### src/rtl/dcm_pll_rst_ctrl_pkg.sv
// Shared definitions for the dcm_pll reset sequencer: FSM state codes and default timing.
package dcm_pll_rst_ctrl_pkg;

   localparam logic [1:0] PLL_RST   = 2'd0;
   localparam logic [1:0] WAIT_LOCK = 2'd1;
   localparam logic [1:0] STABLE    = 2'd2;
   localparam logic [1:0] RUN       = 2'd3;

   localparam int unsigned DEF_RST_CYCLES    = 4;
   localparam int unsigned DEF_LOCK_TIMEOUT  = 4096;
   localparam int unsigned DEF_STABLE_CYCLES = 256;
   localparam int unsigned DEF_USE_LOCKED    = 1;
   localparam int unsigned DEF_CNT_W         = 13;
   localparam int unsigned DEF_RETRY_W       = 4;

endpackage

### src/rtl/dcm_pll_rst_ctrl_sync2.sv
// Two-flop synchroniser bringing an asynchronous level into the clk domain.
module dcm_pll_rst_ctrl_sync2 (
   input  logic clk,
   input  logic rst,
   input  logic d,
   output logic q
);

   logic meta_q;

   always_ff @(posedge clk or posedge rst) begin
      if (rst) begin
         meta_q <= 1'b0;
         q      <= 1'b0;
      end else begin
         meta_q <= d;
         q      <= meta_q;
      end
   end

endmodule

### src/rtl/dcm_pll_rst_ctrl.sv
// Power-up / recovery reset sequencer for the dcm_pll clock generator.
// Pulses the PLL reset, waits for a stable lock, then releases the controller reset.
module dcm_pll_rst_ctrl
   import dcm_pll_rst_ctrl_pkg::*;
#(
   parameter int unsigned RST_CYCLES    = DEF_RST_CYCLES,
   parameter int unsigned LOCK_TIMEOUT  = DEF_LOCK_TIMEOUT,
   parameter int unsigned STABLE_CYCLES = DEF_STABLE_CYCLES,
   parameter int unsigned USE_LOCKED    = DEF_USE_LOCKED,
   parameter int unsigned CNT_W         = DEF_CNT_W,
   parameter int unsigned RETRY_W       = DEF_RETRY_W
) (
   input  logic               clk,
   input  logic               rst,
   input  logic               pll_locked,
   input  logic               restart,
   input  logic               clr_status,
   output logic               pll_rst,
   output logic               ctrl_rst,
   output logic               ready,
   output logic               lock_lost,
   output logic [RETRY_W-1:0] retry_cnt,
   output logic [1:0]         state
);

   localparam bit LOCK_EN = (USE_LOCKED != 0);

   localparam logic [CNT_W-1:0] RST_LAST     = CNT_W'(RST_CYCLES - 1);
   localparam logic [CNT_W-1:0] TIMEOUT_LAST = CNT_W'(LOCK_TIMEOUT - 1);
   localparam logic [CNT_W-1:0] STABLE_LAST  = CNT_W'(STABLE_CYCLES - 1);

   logic               lock_sync;
   logic               lock_s;
   logic [1:0]         state_q, state_d;
   logic [CNT_W-1:0]   count_q, count_d;
   logic               pll_rst_q, ctrl_rst_q, ready_q;
   logic               lock_lost_q, lock_lost_d;
   logic [RETRY_W-1:0] retry_q, retry_d;
   logic               lost_set;
   logic               retry_inc;

   dcm_pll_rst_ctrl_sync2 u_lock_sync (
      .clk (clk),
      .rst (rst),
      .d   (pll_locked),
      .q   (lock_sync)
   );

   // Without a lock port the lock is implied by the timeout alone.
   assign lock_s = LOCK_EN ? lock_sync : 1'b0;

   always_comb begin
      state_d   = state_q;
      lost_set  = 1'b0;
      retry_inc = 1'b0;
      if (restart) begin
         state_d = PLL_RST;
      end else begin
         case (state_q)
            PLL_RST: begin
               if (count_q == RST_LAST) state_d = WAIT_LOCK;
            end
            WAIT_LOCK: begin
               if (LOCK_EN && lock_s) begin
                  state_d = STABLE;
               end else if (count_q == TIMEOUT_LAST) begin
                  if (LOCK_EN) begin
                     state_d   = PLL_RST;
                     retry_inc = 1'b1;
                  end else begin
                     state_d = STABLE;
                  end
               end
            end
            STABLE: begin
               if (LOCK_EN && !lock_s) begin
                  state_d  = PLL_RST;
                  lost_set = 1'b1;
               end else if (count_q == STABLE_LAST) begin
                  state_d = RUN;
               end
            end
            default: begin
               if (LOCK_EN && !lock_s) begin
                  state_d  = PLL_RST;
                  lost_set = 1'b1;
               end
            end
         endcase
      end

      // RUN has no terminal count, so the counter parks there instead of wrapping.
      if (restart || (state_d != state_q)) begin
         count_d = '0;
      end else if (state_q == RUN) begin
         count_d = count_q;
      end else begin
         count_d = count_q + CNT_W'(1);
      end

      if (lost_set) begin
         lock_lost_d = 1'b1;
      end else if (clr_status) begin
         lock_lost_d = 1'b0;
      end else begin
         lock_lost_d = lock_lost_q;
      end

      if (retry_inc) begin
         retry_d = (retry_q == '1) ? retry_q : retry_q + RETRY_W'(1);
      end else if (clr_status) begin
         retry_d = '0;
      end else begin
         retry_d = retry_q;
      end
   end

   always_ff @(posedge clk or posedge rst) begin
      if (rst) begin
         state_q     <= PLL_RST;
         count_q     <= '0;
         pll_rst_q   <= 1'b1;
         ctrl_rst_q  <= 1'b1;
         ready_q     <= 1'b0;
         lock_lost_q <= 1'b0;
         retry_q     <= '0;
      end else begin
         state_q     <= state_d;
         count_q     <= count_d;
         pll_rst_q   <= (state_d == PLL_RST);
         ctrl_rst_q  <= (state_d != RUN);
         ready_q     <= (state_d == RUN);
         lock_lost_q <= lock_lost_d;
         retry_q     <= retry_d;
      end
   end

   assign pll_rst   = pll_rst_q;
   assign ctrl_rst  = ctrl_rst_q;
   assign ready     = ready_q;
   assign lock_lost = lock_lost_q;
   assign retry_cnt = retry_q;
   assign state     = state_q;

endmodule

### config.mk
export PLATFORM = sky130hd
export DESIGN_NAME = dcm_pll_rst_ctrl
export DESIGN_NICKNAME = d
export VERILOG_FILES = /design/src/rtl/dcm_pll_rst_ctrl_pkg.sv /design/src/rtl/dcm_pll_rst_ctrl_sync2.sv /design/src/rtl/dcm_pll_rst_ctrl.sv
export SDC_FILE = /design/constraint.sdc
export NUM_CORES = 1
export LEC_CHECK = 0
export ABC_AREA = 1
export CAP_MARGIN = 5
export CELL_PAD_IN_SITES_DETAIL_PLACEMENT = 1
export CELL_PAD_IN_SITES_GLOBAL_PLACEMENT = 1
export CORE_MARGIN = 2
export CORE_UTILIZATION = 30
export CTS_CLUSTER_SIZE = 30
export DETAILED_ROUTE_END_ITERATION = 10
export HOLD_SLACK_MARGIN = 0.03
export PLACE_DENSITY_LB_ADDON = 0.1
export SLEW_MARGIN = 10
export SYNTH_ARGS = -nofsm -noshare
export SYNTH_HDL_FRONTEND = slang
export SYNTH_HIERARCHICAL = 1
export SYNTH_SLANG_ARGS = --single-unit
### constraint.sdc
create_clock -name clk -period 2.1 [get_ports clk]
set_clock_uncertainty 0.05 [all_clocks]
set_input_delay 0.63 -clock clk [delete_from_list [all_inputs] [get_ports clk]]
set_output_delay 0.63 -clock clk [all_outputs]
set_load 0.02 [all_outputs]
==> Yosys cells after proc, flatten, opt, wreduce, memory -nomap -nowiden <==
Index checks and enable logic that the tools add are counted.
{ "word_totals": {"inputBits": 5, "reg_bits": 25, "word_cells": 52, "out_inout_bits": 10} }
{ "op_classes": {"mux": 22, "add_sub_neg": 2, "n_eq_ne": 12, "reduce_logical": 7} }
{ "ops": {"columns": ["operator", "count"], "rows": [
  ["$mux 13", 2],
  ["$mux 2", 7],
  ["$add 13x1->13 const B", 1],
  ["$eq 13x12->1 const B", 1],
  ["$eq 13x2->1 const B", 1],
  ["$eq 13x8->1 const B", 1],
  ["$mux 4", 3],
  ["$mux 1", 9],
  ["$eq 2x2->1 const B", 3],
  ["$ne 2x2->1 const B", 3],
  ["$pmux 2 s3", 1],
  ["$add 4x1->4 const B", 1],
  ["$eq 4x4->1 const B", 1],
  ["$logic_not 2->1", 2],
  ["$reduce_bool 2->1", 2],
  ["$eq 2x1->1 const B", 1],
  ["$ne 2x2->1", 1],
  ["$reduce_and 2->1", 1],
  ["$reduce_or 2->1", 1],
  ["$logic_or 1x1->1", 1]
]} }

==> Longest topological paths before layout <==
Gate-level depths: netlist of the first run.
{ "logic_depth": {"word_depth": 8, "ltp_mapped": 12, "ltp_nobuf": 12} }

==> Cells and area by module <==
Netlist of the first run, hierarchy kept.
{ "modules_own_cells": {"columns": ["module", "area_each_um2", "cells_per_inst", "seq_area_each_um2", "instances"], "rows": [
  ["dcm_pll_rst_ctrl", 1337.5, 158, 578.1, 1],
  ["dcm_pll_rst_ctrl_sync2", 53.8, 3, 50.0, 1]
]} }

==> Worst setup path before layout of the first run <==
OpenSTA, ideal clock, no wires.
{ "synth_path": {"path_kind": "reg-to-reg", "start": "register state_q[0], in the netlist state[0]", "end": "register count_q[7]", "t_arrival_ns": 1.522, "n_path_buf": 0, "synth_period_minus_slack_ns": 1.653, "setup_time_ns": 0.080, "t_required_ns": 1.970, "setup_slack_ns": 0.447, "stages_incl_launch_ff": 10, "path_cell_list": "dfrtp_1 -> inv_2 -> nand2_1 -> nor2_1 -> nand3b_1 -> nand2_2 -> o21bai_4 -> a21oi_4 -> nand2_8 -> nor3_2"} }
{ "synth_between": {"elab_chain_len": 7, "word_cells_on_any_way": 16, "classes_between": "eq/ne (5); mux (9); reduce/logical (2)"} }
{ "synth_lines": {"columns": ["element", "line_no", "rtl"], "rows": [
  ["start, declared", "dcm_pll_rst_ctrl.sv:34", "logic [1:0] state_q, state_d;"],
  ["start signal, assigned", "dcm_pll_rst_ctrl.sv:128", "state_q <= state_d;"],
  ["$mux 2 (on tied branches)", "dcm_pll_rst_ctrl.sv:79, dcm_pll_rst_ctrl.sv:66", null],
  ["$mux 2 (on tied branches)", "dcm_pll_rst_ctrl.sv:76, dcm_pll_rst_ctrl.sv:64", null],
  ["$pmux 2 s3", "dcm_pll_rst_ctrl.sv:59", "case (state_q)"],
  ["$mux 2", "dcm_pll_rst_ctrl.sv:56", "if (restart) begin"],
  ["$ne 2x2->1", "dcm_pll_rst_ctrl.sv:93", "if (restart || (state_d != state_q)) begin"],
  ["$logic_or 1x1->1", "dcm_pll_rst_ctrl.sv:93", null],
  ["$ne 2x2->1 (no source line) or $mux 13 (tied branches)", null, null],
  ["end signal, assigned", "dcm_pll_rst_ctrl.sv:129", "count_q <= count_d;"],
  ["end, declared", "dcm_pll_rst_ctrl.sv:35", "logic [CNT_W-1:0] count_q, count_d;"]
]} }
Parallel ways exist; a longest one is shown, timed or not.
A chain may end at the register's enable or synchronous reset.

==> Worst setup path in the final report of the first run <==
{ "layout_path": {"start": "register retry_q[2], in the netlist retry_cnt[2]", "end": "output retry_cnt[2]"} }
{ "layout_rtl": {"columns": ["element", "line_no", "rtl"], "rows": [
  ["start, declared", "dcm_pll_rst_ctrl.sv:38", "logic [RETRY_W-1:0] retry_q, retry_d;"],
  ["start signal, assigned", "dcm_pll_rst_ctrl.sv:134", "retry_q <= retry_d;"],
  ["end, declared", "dcm_pll_rst_ctrl.sv:22", "output logic [RETRY_W-1:0] retry_cnt,"]
]} }
No word-level cell between the ends.

==> out/qor.txt, run 1 <==
Quantity of I/O buffers inserted on ports -> 14
Number of flip-flops and latches in the synthesized netlist -> 25
Crit path largest cell delay -> 0.63 ns
Net switching power -> 246.1 µW
Syn Inst Count -> 161
Maximum level of the CTS H-tree -> 1
Number of setup violations in the final report -> 0
Simple-gate share of the synthesized area -> 35.16%
Maximum number of pins on one net before global-route repair -> 24
Residual antenna-violating net count after detailed routing -> 0
Total Wirelength -> 3056 µm
Half-perimeter wire length of the detailed placement result -> 2433 µm
Most instantiated cells after synthesis -> 36 x sky130_fd_sc_hd__nand2_1, 23 x sky130_fd_sc_hd__dfrtp_1, 16 x sky130_fd_sc_hd__inv_1, 15 x sky130_fd_sc_hd__nor2_1, 9 x sky130_fd_sc_hd__nand3_1
Total CTS buffers -> 3
Vertical extent of the die -> 72.10 µm
Initial DRC count -> 15
Remaining max-slew budget at the tightest pin -> 68.98%
Buffers from clock root to sink, at most -> 2
Data arrival at the endpoint of the critical path -> 1.34 ns
Post-synthesis compound-gate area fraction -> 5.845%
Classification of the worst-slack hold path -> flip-flop to flip-flop
FF+latch area -> 628.1 µm²
Top achievable clock speed -> 0.4954 GHz
Largest delay share family, worst path -> buffers and inverters
Clock tree from TritonCTS -> built
Vias/cell -> 4.702
Initial antenna violation count -> 0
Critical setup path kind -> flip-flop to primary output
Clock slew seen by the registers of the worst setup and hold paths -> 0.09 ns
Hold Fails Final Rpt -> 0
# diodes -> 0
Part of the total power dissipated in sequential elements -> 55.3%
Async set or reset register ratio after synthesis -> 100.0%
Rows -> 24
Met3 Routed Length -> 91 µm
Least-Margin Pin Slew -> 0.4610 ns
Reported max-cap violation count -> 0
Global-route wire length before repair -> 5299 µm
Layout cell share with drive strength beyond 1 -> 20.77%
Wire length on met2 -> 1507 µm
Avg Inst Size Synth -> 8.642 µm²
Sequential-to-total area share from yosys stat -> 45.14%
Kind of start point of the critical path -> flip-flop
Combined area of all synthesized cells -> 1391 µm²
Proportion of synthesized area in mux cells -> 0.7194%
Remaining design rule violation count -> 0
Hold_buf cts -> 0
Fraction of power consumed by the clock network -> 31.2%
Final min period -> 2.019 ns
WL/cell -> 13.00 µm
P per Cell Area -> 552.1 nW/µm²
Die Outline Area -> 5198 µm²
Area Overhead vs Synth -> 20.68%
Clock sink total -> 25
Critical path cell sequence -> clkdlybuf4s50_1
Number of global-route vias before repair -> 1125
Yosys cell types -> 33
Unrepaired setup endpoints after global routing -> false
Placed Instances -> 231
Highest routed metal layer -> met4
Part of the total power dissipated in combinational logic -> 13.5%
Met1 Wirelength -> 1436 µm
Starting density of the core -> 31.52%
Core Area -> 4414 µm²
Setup slack of the worst register-to-register path -> 0.27 ns
Status -> finished clean
Global route overflow -> 0
Internal Pwr Total -> 680.9 µW
Top cell type's share of synthesized area -> 41.37%
Gp weighted congestion -> 0.8023
Count of non-filler cells in the finished layout -> 235
Synthesized-area fraction occupied by xor and xnor cells -> 5.036%
Synthesis Warnings -> 6
Number of enable-type register cells in the synthesized netlist -> 0
Clock insertion delay at the later pin of the skew report -> 0.27 ns
Initial DRT Pass Iterations -> 3
Fraction of power spent switching nets -> 26.55%
Arithmetic-cell share of the synthesized area counting full adders, half adders and majority gates -> 1.799%
Cell at the root of the clock tree -> sky130_fd_sc_hd__clkbuf_8
Endpoint kind of the worst setup timing path -> primary output
Boundary pin count -> 15
Top_reg_cell synth -> sky130_fd_sc_hd__dfrtp_1
Worst hold slack -> 0.3116 ns
Final cycle utilization of the critical path -> 96.13%
Floorplan die width -> 72.10 µm
Peak VDD IR -> 0.3183 mV
Leakage Power -> 0.7335 nW
Multi-input gate area -> 675.6 µm²
Data required, critical path -> 1.42 ns
Cell with the largest stage delay on the worst path -> sky130_fd_sc_hd__clkdlybuf4s50_1
Number of buffer and inverter stages on the critical path -> 1
CP max FO -> 6
Area leader, netlist -> sky130_fd_sc_hd__dfrtp_1
Main combinational cell family by area after synthesis -> simple AND/OR/NAND/NOR gates
Number of max-slew violations in the final report -> 0
Top cells by area in the synthesized netlist -> sky130_fd_sc_hd__dfrtp_1 41%, sky130_fd_sc_hd__nand2_1 9.7%, sky130_fd_sc_hd__inv_1 4.3%, sky130_fd_sc_hd__nor2_1 4.0%, sky130_fd_sc_hd__dfstp_2 3.8%
Nets -> 191
Count of fill cells added during filler insertion -> 530
Number of nets in the synthesized netlist -> 168
Number of vias in the routed layout -> 1105
Most frequent cell after synthesis -> sky130_fd_sc_hd__nand2_1
Total routing resource utilization after global routing -> 13.10%
through the flow:
stage                     area [µm²]  power, mW  worst slack, ns   TNS (ns)  util, %
after floorplan                 1391     0.6059           0.4472          0        -
after global placement          1629     0.6492          0.03178          0    36.90
after detailed placement        1629     0.6511        -0.006907  -0.006907    36.90
after CTS                       1674     0.9464         0.009865          0    37.93
after global routing            1679     0.9897          0.01621          0    38.04
final                           1679     0.9270          0.08125          0    38.04
power by group through the flow:
stage               clock network [mW]  logic, mW  registers (mW)
global route                     0.334      0.140           0.516
floorplan                            0     0.0810           0.525
CTS                              0.304      0.129           0.514
global placement                     0      0.127           0.522
finish                           0.289      0.125           0.513
detailed placement                   0      0.128           0.523
flip-flops by register name, summed over array words and instances (netlist names):
signal and flops:
count_q 13, ctrl_rst 1, lock_lost 1, pll_rst 1, ready 1, retry_cnt 4, state 2, u_lock_sync/meta_q 1
u_lock_sync/q 1
cells in the final DEF (no fill, tap or decap), drive strengths merged, types with 4 or more instances in the layout:
cell type,Yosys,layout
nand2,44,44
dfrtp,23,23
nor2,23,23
inv,20,20
clkdlybuf4s50,0,12
nand3,9,9
nor3,7,7
nand4,5,5
xor2,5,5
buf,0,5
o21ai,4,4
clkbuf,1,4
a21oi,4,4
what timing repair did:
| item | CTS | global route |
|---|---|---|
| gates resized for setup | 0 | 2 |
| setup endpoints to repair | 0 | 2 |
| buffers inserted | 0 | 0 |
area by class of cell:
cell class / count / share of cell area [%]
Multi-Input combinational cell: 114 / 40.24
Sequential cell: 25 / 37.41
Timing Repair Buffer: 19 / 10.88
Inverter: 21 / 4.918
Tap cell: 52 / 3.875
Clock buffer: 4 / 2.683
final timing paths:
kind	from	end	depth (start not counted)
max	retry_cnt[2]$_DFFE_PP0P_	retry_cnt[2]	1
min	u_lock_sync/meta_q$_DFF_PP0_	u_lock_sync/q$_DFF_PP0_	0
max reg2reg	count_q[0]$_DFFE_PP0P_	retry_cnt[3]$_DFFE_PP0P_	11
min reg2reg	u_lock_sync/meta_q$_DFF_PP0_	u_lock_sync/q$_DFF_PP0_	0
max in group asynchronous	rst	ctrl_rst$_DFF_PP1_	3
min in group asynchronous	rst	u_lock_sync/meta_q$_DFF_PP0_	2
kinds of logic after synthesis:
| logic type | after synthesis |
|---|---|
| XOR/XNOR | 8 |
| flip-flops | 25 |
| AND/OR/NAND/NOR | 93 |
| adder cells (fa/ha/maj) | 2 |
| buffers and inverters | 22 |
| AO/OA/AOI/OAI | 10 |
| multiplexers | 1 |
layer usage:
layer,vias to the layer above,track usage [%]
li1,554,-
met1,535,16.43
met2,12,22.83
met3,4,3.333
met4,0,2.516
met5,-,0
No activity file was read; power rests on OpenSTA's default activity.
==> run 2: changes to the inputs <==
--- a/config.mk
+++ b/config.mk
@@ -9,7 +9,7 @@
 export CAP_MARGIN = 5
 export CELL_PAD_IN_SITES_DETAIL_PLACEMENT = 1
 export CELL_PAD_IN_SITES_GLOBAL_PLACEMENT = 1
-export CORE_MARGIN = 2
+export CORE_MARGIN = 5
 export CORE_UTILIZATION = 30
 export CTS_CLUSTER_SIZE = 30
 export DETAILED_ROUTE_END_ITERATION = 10
==> out/qor.txt, run 2 (synthesis gave the netlist of run 1 again) <==
Global route overflow -> 0
Quantity of I/O buffers inserted on ports -> 14
Length in cells of the worst reg-to-reg path -> 6
Most frequent standard cell in the layout excluding fill and tap cells -> sky130_fd_sc_hd__nand2_1
Half-perimeter wire length of the detailed placement result -> 2455 µm
Boundary pin count -> 15
Nets -> 191
Endpoint kind of the worst setup timing path -> primary output
Rows -> 24
Clock slew seen by the registers of the worst setup and hold paths -> 0.08 ns
Number of setup violations in the final report -> 0
Met1 routing resource usage after global routing -> 13.41%
GRT met3 Usage -> 3.776%
Maximum level of the CTS H-tree -> 1
Hold_buf cts -> 0
PostCTS Resize Cnt -> 0
Origin of the critical flop-to-flop path -> state[1]$_DFF_PP0_
FF+latch area -> 628.1 µm²
Final min period -> 2.015 ns
Remaining max-slew budget at the tightest pin -> 68.47%
Initial DRT Pass Iterations -> 4
Core Area -> 4414 µm²
Total routing resource utilization after global routing -> 11.02%
Layer with the highest usage after global routing -> met2
Count of non-filler cells in the finished layout -> 235
Worst path depth -> 1
Worst flop-to-flop path endpoint -> count_q[10]$_DFFE_PP0P_
Largest delay share family, worst path -> buffers and inverters
Global-route wire length before repair -> 5568 µm
Critical setup path kind -> flip-flop to primary output
Flip-flop count of the largest register, all copies and words added -> 13
Status -> finished clean
Setup slack of the worst register-to-register path -> 0.24 ns
Initial DRC count -> 27
Gp weighted congestion -> 0.8091
Area Overhead vs Synth -> 20.68%
Reported max-cap violation count -> 0
Layout cell share with drive strength beyond 1 -> 20.77%
Top achievable clock speed -> 0.4962 GHz
Capture point of the worst path -> retry_cnt[2]
Number of vias in the routed layout -> 1093
Cell at the root of the clock tree -> sky130_fd_sc_hd__clkbuf_8
Vertical extent of the die -> 78.10 µm
Starting density of the core -> 31.52%
Least-Margin Pin Slew -> 0.4686 ns
Number of buffer and inverter stages on the critical path -> 1
Most frequent cells in the layout -> 36 x sky130_fd_sc_hd__nand2_1, 23 x sky130_fd_sc_hd__dfrtp_1, 16 x sky130_fd_sc_hd__inv_1
Critical path cell sequence -> clkdlybuf4s50_1
Number of buffers added for setup after CTS -> 0
Peak VDD IR -> 0.3194 mV
Multi-input gate area -> 675.6 µm²
Classification of the worst-slack hold path -> flip-flop to flip-flop
Number of max-slew violations in the final report -> 0
Leakage Power -> 0.7335 nW
Data required, critical path -> 1.42 ns
Clock sink total -> 25
Post-Place Cell Area -> 1629 µm²
Number of global-route vias before repair -> 1197
Buffers from clock root to sink, at most -> 2
CP max FO -> 6
Total CTS buffers -> 3
P per Cell Area -> 548.1 nW/µm²
Placed Instances -> 231
WL/cell -> 13.06 µm
Clock tree from TritonCTS -> built
Final cycle utilization of the critical path -> 95.97%
GRT met2 Usage -> 18.96%
Vias/cell -> 4.651
Post-route standard cell area excluding fillers -> 1679 µm²
Total Wirelength -> 3070 µm
Data arrival at the endpoint of the critical path -> 1.34 ns
Count of fill cells added during filler insertion -> 531
Worst setup path start -> retry_cnt[2]$_DFFE_PP0P_
Clock insertion delay at the later pin of the skew report -> 0.26 ns
Core Util, Final -> 38.04%
Residual antenna-violating net count after detailed routing -> 0
Kind of start point of the critical path -> flip-flop
Floorplan die width -> 78.10 µm
Remaining design rule violation count -> 0
# diodes -> 0
Die Outline Area -> 6100 µm²
Cell with the largest stage delay on the worst path -> sky130_fd_sc_hd__clkdlybuf4s50_1
Initial antenna violation count -> 0
Maximum number of pins on one net before global-route repair -> 24
Hold Fails Final Rpt -> 0
Unrepaired setup endpoints after global routing -> false
Register bank with the most flops -> count_q
Crit path largest cell delay -> 0.64 ns
-- run 2: layout make-up --
class	instances	share of cell area (%)
Timing Repair Buffer	19	10.88
Clock buffer	4	2.683
Sequential cell	25	37.41
Tap cell	52	3.875
Multi-Input combinational cell	114	40.24
Inverter	21	4.918
-- run 2: metrics by stage --
step                      TNS [ns]  power [mW]  hold slack, ns  setup WS, ns
after floorplan                  0      0.6059          0.2812        0.4472
final                            0      0.9203          0.3117       0.08469
after global routing             0      0.9887          0.3321       0.01049
after CTS                        0      0.9521          0.3200      0.001572
after global placement           0      0.6493          0.2926       0.03256
after detailed placement  -0.01478      0.6510          0.2911      -0.01271
-- run 2: worst reg2reg max path: cells and delay by family (launching register included) --
family                    cells  cell delay [ns]
xor gates and xnor gates      1             0.21
and+or+nand+nor               5             1.06
DFF                           1             0.43
-- run 2: power breakdown --
group | switching (mW) | internal (mW) | total, mW
Combinational | 0.0778 | 0.0473 | 0.125
Sequential | 0.0147 | 0.498 | 0.513
Clock | 0.147 | 0.136 | 0.282
-- run 2: layer usage --
layer	part of all wire [%]	routed length (µm)	up-vias
li1	-	-	552
met1	47	1453	524
met2	47	1453	15
met3	4.7	144	2
met4	0.62	19	0
met5	0	0	-
-- run 2: worst min-delay path by stage --
stage / from / depth (start not counted) / endpoint
finish: u_lock_sync/meta_q$_DFF_PP0_ / 0 / u_lock_sync/q$_DFF_PP0_
global route: u_lock_sync/meta_q$_DFF_PP0_ / 0 / u_lock_sync/q$_DFF_PP0_
CTS: u_lock_sync/meta_q$_DFF_PP0_ / 0 / u_lock_sync/q$_DFF_PP0_
detailed placement: u_lock_sync/meta_q$_DFF_PP0_ / 0 / u_lock_sync/q$_DFF_PP0_
global placement: u_lock_sync/meta_q$_DFF_PP0_ / 0 / u_lock_sync/q$_DFF_PP0_
floorplan: u_lock_sync/meta_q$_DFF_PP0_ / 0 / u_lock_sync/q$_DFF_PP0_
==> run 3: changes to the inputs <==
--- a/config.mk
+++ b/config.mk
@@ -14,7 +14,7 @@
 export CTS_CLUSTER_SIZE = 30
 export DETAILED_ROUTE_END_ITERATION = 10
 export HOLD_SLACK_MARGIN = 0.03
-export PLACE_DENSITY_LB_ADDON = 0.1
+export PLACE_DENSITY = 0.66
 export SLEW_MARGIN = 10
 export SYNTH_ARGS = -nofsm -noshare
 export SYNTH_HDL_FRONTEND = slang
==> out/qor.txt, run 3 (synthesis gave the netlist of run 1 again) <==
Leakage Power -> 0.7492 nW
Number of global-route vias before repair -> 1241
Cell at the root of the clock tree -> sky130_fd_sc_hd__clkbuf_8
Part of the total power dissipated in combinational logic -> 13.0%
Worst hold slack -> 0.3139 ns
Number of max-slew violations in the final report -> 0
Area Overhead vs Synth -> 20.77%
Vertical extent of the die -> 78.10 µm
Layout cell share with drive strength beyond 1 -> 21.86%
Number of buffers added for setup after CTS -> 0
Cell with the largest stage delay on the worst path -> sky130_fd_sc_hd__clkdlybuf4s50_1
Data arrival at the endpoint of the critical path -> 1.35 ns
Net switching power -> 243.9 µW
# diodes -> 0
Buffers from clock root to sink, at most -> 2
Reported max-cap violation count -> 0
Total Wirelength -> 3131 µm
P per Cell Area -> 546.8 nW/µm²
Clock slew seen by the registers of the worst setup and hold paths -> 0.09 ns
Status -> finished clean
Initial DRC count -> 26
Final-layout setup total negative slack -> 0 ns
Floorplan die width -> 78.10 µm
Die Outline Area -> 6100 µm²
Count of fill cells added during filler insertion -> 530
Endpoint kind of the worst setup timing path -> primary output
Starting density of the core -> 31.52%
Setup slack of the worst register-to-register path -> 0.19 ns
Number of setup violations in the final report -> 0
Classification of the worst-slack hold path -> flip-flop to flip-flop
Core Area -> 4414 µm²
Peak VDD IR -> 0.2315 mV
Remaining design rule violation count -> 0
Internal Pwr Total -> 674.9 µW
Number of buffer and inverter stages on the critical path -> 1
Boundary pin count -> 15
Most frequent standard cell in the layout excluding fill and tap cells -> sky130_fd_sc_hd__nand2_1
Top achievable clock speed -> 0.4937 GHz
Fraction of power consumed by the clock network -> 30.9%
Hold_buf cts -> 0
Critical path cell sequence -> clkdlybuf4s50_1
Vias/cell -> 4.702
Multi-input gate area -> 675.6 µm²
Clock sink total -> 25
Startpoint of the lowest-slack hold path -> u_lock_sync/meta_q$_DFF_PP0_
Most frequent cells in the layout -> 36 x sky130_fd_sc_hd__nand2_1, 22 x sky130_fd_sc_hd__dfrtp_1, 16 x sky130_fd_sc_hd__inv_1
Critical setup path kind -> flip-flop to primary output
Final cycle utilization of the critical path -> 96.45%
Global-route wire length before repair -> 5540 µm
Residual antenna-violating net count after detailed routing -> 0
Total CTS buffers -> 3
Part of the total power dissipated in sequential elements -> 56.1%
Maximum level of the CTS H-tree -> 1
WL/cell -> 13.32 µm
Half-perimeter wire length of the detailed placement result -> 2604 µm
Least-Margin Pin Slew -> 0.4010 ns
Data required, critical path -> 1.42 ns
FF+latch area -> 629.4 µm²
Worst setup path start -> retry_cnt[2]$_DFFE_PP0P_
Total routing resource utilization after global routing -> 10.94%
Largest delay share family, worst path -> buffers and inverters
Global route overflow -> 0
Maximum number of pins on one net before global-route repair -> 15
CP max FO -> 6
Initial antenna violation count -> 0
Remaining max-slew budget at the tightest pin -> 73.06%
Quantity of I/O buffers inserted on ports -> 14
Final min period -> 2.026 ns
Kind of start point of the critical path -> flip-flop
Rows -> 24
Hold Fails Final Rpt -> 0
Flip-flop count of the largest register, all copies and words added -> 13
Crit path largest cell delay -> 0.64 ns
Nets -> 191
Origin of the critical flop-to-flop path -> count_q[0]$_DFFE_PP0P_
PostCTS Resize Cnt -> 2
Clock insertion delay at the later pin of the skew report -> 0.26 ns
Number of vias in the routed layout -> 1105
Clock tree from TritonCTS -> built
Unrepaired setup endpoints after global routing -> false
Initial DRT Pass Iterations -> 4
Register bank with the most flops -> count_q
Fraction of power spent switching nets -> 26.55%
Gp weighted congestion -> 0.8072
[run 3: cell types whose count changed in the layout (fill, tap and decap cells not counted), sizes merged]
| cell | change |
|---|---|
| dlygate4sd2 | +1 |
| clkbuf | -1 |
| clkinv | +1 |
| clkdlybuf4s50 | -1 |
[run 3: power groups by stage]
stage                     Clock (mW)  Combinational (mW)  Sequential (mW)
after floorplan                    0              0.0810            0.525
after global routing           0.326               0.135            0.519
after CTS                      0.299               0.123            0.516
after global placement             0               0.121            0.525
final                          0.284               0.119            0.516
after detailed placement           0               0.124            0.526
[run 3: final timing paths]
check / end / cells after the start
max in group asynchronous: ctrl_rst$_DFF_PP1_ / 3
worst min-delay path: u_lock_sync/q$_DFF_PP0_ / 0
min in group asynchronous: u_lock_sync/q$_DFF_PP0_ / 2
worst max register to register: retry_cnt[1]$_DFFE_PP0P_ / 10
worst max-delay path: retry_cnt[2] / 1
worst min register to register: u_lock_sync/q$_DFF_PP0_ / 0
[run 3: metrics by stage]
step                total power [mW]  worst slack, ns  instance area, µm²  utilization (%)  instances
detailed placement            0.6494         -0.06714                1629            36.90        231
global route                  0.9806         0.008392                1680            38.07        235
CTS                           0.9384          0.01269                1675            37.95        235
global placement              0.6459          0.02319                1629            36.90        231
finish                        0.9188          0.07450                1680            38.07        235
floorplan                     0.6059           0.4472                1391                -        161
[run 3: cell type report]
cell class,instances,share of cell area [%]
flip-flops and latches,25,37.45
inverters,21,4.914
multi-input cells,114,40.21
repair buffers,19,10.80
clock inverters,1,0.2978
well taps,52,3.872
clock buffers,3,2.457
[run 3: layer usage]
layer  vias to the layer above  part of all wire (%)  global-route usage [%]
li1                        553                     -                       -
met1                       533                    45                   13.76
met2                        15                    51                   19.70
met3                         4                   2.9                   2.059
met4                         0                  0.96                   1.689
met5                         -                     0                       0
